===== src/rtl/kbd_rx_fifo_pkg.sv =====
// kbd_rx_fifo_pkg: register map, STATUS bit positions and STATUS word packing shared by the keyboard RX FIFO
package kbd_rx_fifo_pkg;
  localparam logic [13:0] KBD_DATA_ADDR = 14'h1600;
  localparam logic [13:0] KBD_STAT_ADDR = 14'h1604;
  localparam int ST_EMPTY  = 0;
  localparam int ST_FULL   = 1;
  localparam int ST_OVF    = 2;
  localparam int ST_CNT_LO = 8;
  localparam int ST_CNT_HI = 15;
  function automatic logic [31:0] status_word(input logic [7:0] cnt, input logic ovf, input logic full, input logic empty);
    logic [31:0] w;
    w = '0;
    w[ST_CNT_HI:ST_CNT_LO] = cnt;
    w[ST_OVF] = ovf;
    w[ST_FULL] = full;
    w[ST_EMPTY] = empty;
    return w;
  endfunction
endpackage


===== src/rtl/kbd_rx_fifo_sync_fifo.sv =====
// sync_fifo: circular FIFO (ports clk rst push pop din -> dout count full empty); pop ignored when empty, push dropped when full unless popping
module sync_fifo #(
  parameter int DEPTH = 16,
  parameter int PTR_W = 4,
  parameter int WIDTH = 8
) (
  input  logic             clk,
  input  logic             rst,
  input  logic             push,
  input  logic             pop,
  input  logic [WIDTH-1:0] din,
  output logic [WIDTH-1:0] dout,
  output logic [PTR_W:0]   count,
  output logic             full,
  output logic             empty
);
  logic [WIDTH-1:0] mem [DEPTH];
  logic [PTR_W-1:0] wr_ptr, rd_ptr;
  logic do_push, do_pop;
  assign empty = count == '0;
  assign full = count == (PTR_W+1)'(DEPTH);
  assign do_pop = pop & ~empty;
  assign do_push = push & (~full | do_pop);
  assign dout = mem[rd_ptr];
  always_ff @(posedge clk or posedge rst)
    if (rst) begin
      wr_ptr <= '0;
      rd_ptr <= '0;
      count <= '0;
    end else begin
      if (do_push) wr_ptr <= wr_ptr + PTR_W'(1);
      if (do_pop) rd_ptr <= rd_ptr + PTR_W'(1);
      count <= count + (PTR_W+1)'(do_push) - (PTR_W+1)'(do_pop);
    end
  always_ff @(posedge clk)
    if (do_push) mem[wr_ptr] <= din;
endmodule


===== src/rtl/kbd_rx_fifo.sv =====
// kbd_rx_fifo: keyboard char FIFO for the CPU (clk rst key_asc key_en mem_addr mem_rd -> rd_data hit count), DATA read pops, STATUS read clears overflow
module kbd_rx_fifo
  import kbd_rx_fifo_pkg::*;
#(
  parameter int          DEPTH     = 16,
  parameter int          PTR_W     = 4,
  parameter logic [13:0] DATA_ADDR = KBD_DATA_ADDR,
  parameter logic [13:0] STAT_ADDR = KBD_STAT_ADDR
) (
  input  logic           clk,
  input  logic           rst,
  input  logic [7:0]     key_asc,
  input  logic           key_en,
  input  logic [13:0]    mem_addr,
  input  logic           mem_rd,
  output logic [31:0]    rd_data,
  output logic           hit,
  output logic [PTR_W:0] count
);
  logic sync1, sync2, prev, ovf, push, pop, full, empty, data_sel, stat_sel;
  logic [7:0] dout;
  assign push = sync2 & ~prev;
  assign data_sel = mem_addr == DATA_ADDR;
  assign stat_sel = mem_addr == STAT_ADDR;
  assign pop = mem_rd & data_sel;
  assign hit = data_sel | stat_sel;
  always_ff @(posedge clk or posedge rst)
    if (rst) begin
      sync1 <= 1'b0;
      sync2 <= 1'b0;
      prev <= 1'b0;
      ovf <= 1'b0;
    end else begin
      sync1 <= key_en;
      sync2 <= sync1;
      prev <= sync2;
      ovf <= (push & full & ~pop) | (ovf & ~(mem_rd & stat_sel));
    end
  always_comb
    rd_data = data_sel ? (empty ? 32'h0 : {24'h0, dout})
            : stat_sel ? status_word(8'(count), ovf, full, empty)
            : 32'h0;
  sync_fifo #(.DEPTH(DEPTH), .PTR_W(PTR_W), .WIDTH(8)) u_fifo (
    .clk(clk),
    .rst(rst),
    .push(push),
    .pop(pop),
    .din(key_asc),
    .dout(dout),
    .count(count),
    .full(full),
    .empty(empty)
  );
endmodule

===== config.mk =====
export PLATFORM = sky130hd
export DESIGN_NAME = kbd_rx_fifo
export DESIGN_NICKNAME = d
export VERILOG_FILES = /design/src/rtl/kbd_rx_fifo_pkg.sv /design/src/rtl/kbd_rx_fifo_sync_fifo.sv /design/src/rtl/kbd_rx_fifo.sv
export SDC_FILE = /design/constraint.sdc
export NUM_CORES = 1
export LEC_CHECK = 0
export BUFFER_PORTS_ARGS = -buffer_cell sky130_fd_sc_hd__buf_2
export CAP_MARGIN = 20
export CORE_MARGIN = 2
export CORE_UTILIZATION = 50
export DETAILED_ROUTE_END_ITERATION = 8
export PLACE_DENSITY = 0.73
export SYNTH_ARGS = -nofsm -noshare
export SYNTH_HDL_FRONTEND = slang
export SYNTH_SLANG_ARGS = --single-unit

===== constraint.sdc =====
create_clock -name clk -period 7.9 [get_ports clk]
set_input_delay 0.79 -clock clk [delete_from_list [all_inputs] [get_ports clk]]
set_output_delay 0.79 -clock clk [all_outputs]
set_load 0.005 [all_outputs]

==> flow_summary_export.csv <==
group,metric,value,unit
status,status,"complete, no violations",
finish,final_nets,467,
drt,highest_layer,"met4",
drt,vias,3470,
setup_path,crit_arrival,2.65,ns
floorplanning,rows,41,
grt,grt_antenna_before_repair,0,
drt,route.detailed.drc,0,
clock_tree,cts.clk_slew.worst_paths,0.06,ns
timing,tns,0,ns
finish,insertedDiodeCount,0,
clock_tree,cts.htree.levels,4,
placement,place_ws,4.241,ns
setup_path,worstPathMaxFanout,23,
drt,drtPass1Iterations,4,
finish,drive_gt1_frac,0.2812,
power_and_ir_drop,leakage,0.002565,uW
grt,grt_start_max_net_pins,34,
yosys,ys.flop_type,"edfxtp_1",
placement,portBuffers,44,
yosys,ys_warn_count,0,
grt,overflow,0,
yosys,synth_compound_area_frac,0.03487,
drt,wl_met1,5221,um
setup_path,start_kind,"flip-flop",
setup_path,critical_path_required,7.11,ns
placement,hpwl,8034,um
yosys,ys_ff_latch,145,
finish,seqCellArea,4269,um2
clock_tree,cts_resized,0,
drt,route.met3.wl,862,um
finish,multiInputGateArea,1861,um2
yosys,synth_edf_count,128,
flow_run,cap_violations,0,
yosys,synth.distinct_cells,48,
yosys,synth_top_family_by_area,"multiplexers",
placement,place_congestion,0.9056,
timing,setup_ws,4.461,ns
clock_tree,clock-sinks,145,
timing,setup_viol,0,
yosys,synth_xor_area_frac,0.009653,
clock_tree,clk-insertion-delay-late,0.42,ns
yosys,synthMuxAreaShare,0.1373,
drt,vias_per_cell,5.661,
yosys,seq_area_frac_synth,0.6722,
clock_tree,cts_made_buffers,17,
clock_tree,cts_setup_buffers,0,
clock_tree,cts_tree,"built",
drt,wl_met2,6009,um
yosys,synthCells,372,
drt,post_drt_wl_per_cell,20.09,um
timing,final-hold-violation-count,0,
floorplanning,io_pins,64,
timing,clock_skew,0.006969,ns
setup_path,crit_type,"flip-flop to output port",
clock_tree,clockBufferDepth,2,
yosys,synth.top_cells.by_count,"edfxtp_1, mux4_2, buf_4, nor3_1, dfrtp_1",
drt,antenna_left,0,
power_and_ir_drop,power.density,271.2,nW/um2
drt,drt_iter0_markers,283,
yosys,netlist_area,6351,um2
hold_path,hp-class,"flip-flop to flip-flop",
floorplanning,coreArea,12520,um2
grt,grt_pass1_wl,18900,um
yosys,synthArstFlopShare,0.1172,
yosys,ys_top_cells_by_area,"edfxtp_1, mux4_2, dfrtp_1",
grt,grt_pass1_vias,3381,
timing,rsz0062_at_grt,"false",
timing,period_needed,3.439,ns
grt,track_usage,0.1967,
yosys,synth.largest_area_cell,"edfxtp_1",
timing,max_freq,290.8,MHz
finish,fillers,933,
yosys,syn_avg_cell_area,17.07,um2
clock_tree,cts_hold_buf,0,
finish,synthToLayoutAreaGrowth,15.23,%
yosys,yosys.area_share.adder,0.02482,
timing,final_max_slew_viol_count,0,
floorplanning,die_y,116.7,um
yosys,synth.top_cell.area_share,0.6052,
clock_tree,root_buffer,"clkbuf_16",
power_and_ir_drop,peakVddDrop,0.1943,mV
setup_path,cp-end-kind,"output port",
drt,routed_wl,12320,um
floorplanning,fp.dieW,116.7,um
floorplanning,die_area,13620,um2
timing,period_share,0.4353,
floorplanning,start_util,0.5074,
timing,worst_pin_slew,1.083,ns
yosys,yosysMostFrequentCell,"edfxtp_1",
timing,max-slew-margin-rel,0.2725,
yosys,yosys.area_share.simple,0.07270,
[worst max-delay path: stages, from the launching register on]
cell	delay [ns]
dfrtp_1	0.98
mux4_2	0.44
mux4_2	0.48
clkinv_1	0.09
o2bb2ai_1	0.09
buf_2	0.15
[layout make-up]
type / instances / share of cell area
clock inverters: 14 / 0.02206
multi-input cells: 192 / 0.2542
well taps: 172 / 0.02941
inverters: 13 / 0.006668
flip-flops and latches: 145 / 0.5833
clock buffers: 17 / 0.05813
repair buffers: 60 / 0.04616
[through the flow]
stage               cells  utilization  total power [uW]  instance area [um2]  hold WS [ns]
detailed placement    581       0.5374              1207                 6726        0.3395
finish                613       0.5847              1985                 7318        0.3479
floorplan             390            -              1123                 6419        0.3312
global route          613       0.5847              2067                 7318        0.3577
global placement      581       0.5374              1196                 6726        0.3389
CTS                   612       0.5843              1998                 7313        0.3520
[layout by cell type (no fill, tap or decap), types with 2 or more instances in the layout]
| cell | netlist | layout |
|---|---|---|
| clkinv_2 | 0 | 4 |
| nand2_1 | 12 | 12 |
| clkinv_1 | 3 | 5 |
| buf_2 | 8 | 44 |
| nor3_2 | 0 | 3 |
| buf_4 | 19 | 15 |
| a21oi_1 | 5 | 5 |
| mux2i_1 | 5 | 5 |
| nor3_1 | 18 | 15 |
| nand4_1 | 5 | 5 |
| clkinv_4 | 0 | 2 |
| nor2b_1 | 9 | 9 |
| and3_1 | 5 | 5 |
| clkbuf_16 | 0 | 17 |
| a211oi_1 | 11 | 11 |
| nand3_1 | 10 | 10 |
| ha_1 | 11 | 11 |
| xnor2_1 | 4 | 4 |
| nand2b_1 | 2 | 2 |
| nor2_1 | 8 | 8 |
| conb_1 | 1 | 19 |
| edfxtp_1 | 128 | 128 |
| inv_1 | 10 | 10 |
| inv_6 | 0 | 3 |
| mux4_1 | 6 | 6 |
| o2bb2ai_1 | 2 | 2 |
| bufinv_16 | 0 | 3 |
| nor4b_1 | 2 | 2 |
| o211ai_1 | 5 | 5 |
| nor4_1 | 3 | 3 |
| dfrtp_1 | 17 | 17 |
| xor2_1 | 3 | 3 |
| mux4_2 | 29 | 29 |
[power breakdown]
group / switching, uW / leakage [uW] / internal (uW)
sequential: 47.9 / 0.00136 / 894
clock: 297 / 0.000292 / 493
combinational: 150 / 0.000914 / 104
total: 494 / 0.00257 / 1490
[layer usage]
metal,vias up,GRT usage
met4,0,0.08392
met5,-,0
li1,1554,-
met3,19,0.05605
met2,157,0.3098
met1,1740,0.2589
[flip-flops by register name, summed over array words and instances (netlist names)]
| signal | flops |
|---|---|
| prev | 1 |
| u_fifo.count | 5 |
| ovf | 1 |
| u_fifo.rd_ptr | 4 |
| sync1 | 1 |
| u_fifo.mem | 128 |
| sync2 | 1 |
| u_fifo.wr_ptr | 4 |
[kinds of logic after synthesis]
family | after synthesis
adder cells (fa/ha/maj) | 12
flip-flops | 145
other | 1
XOR/XNOR | 7
buffers and inverters | 53
AO/OA/AOI/OAI | 30
AND/OR/NAND/NOR | 83
multiplexers | 41
[final timing paths]
path / from / to / slack, ns / depth (start not counted)
max reg2reg: u_fifo.count[3] / u_fifo.count[4] / 4.47 / 13
max in group asynchronous: rst / u_fifo.wr_ptr[0] / 7.02 / 2
min reg2reg: sync1 / sync2 / 0.35 / 0
min: sync1 / sync2 / 0.35 / 0
max: u_fifo.rd_ptr[3] / rd_data[1] / 4.46 / 5
min in group asynchronous: rst / ovf / 0.46 / 2
No activity file was read; power rests on OpenSTA's default activity.
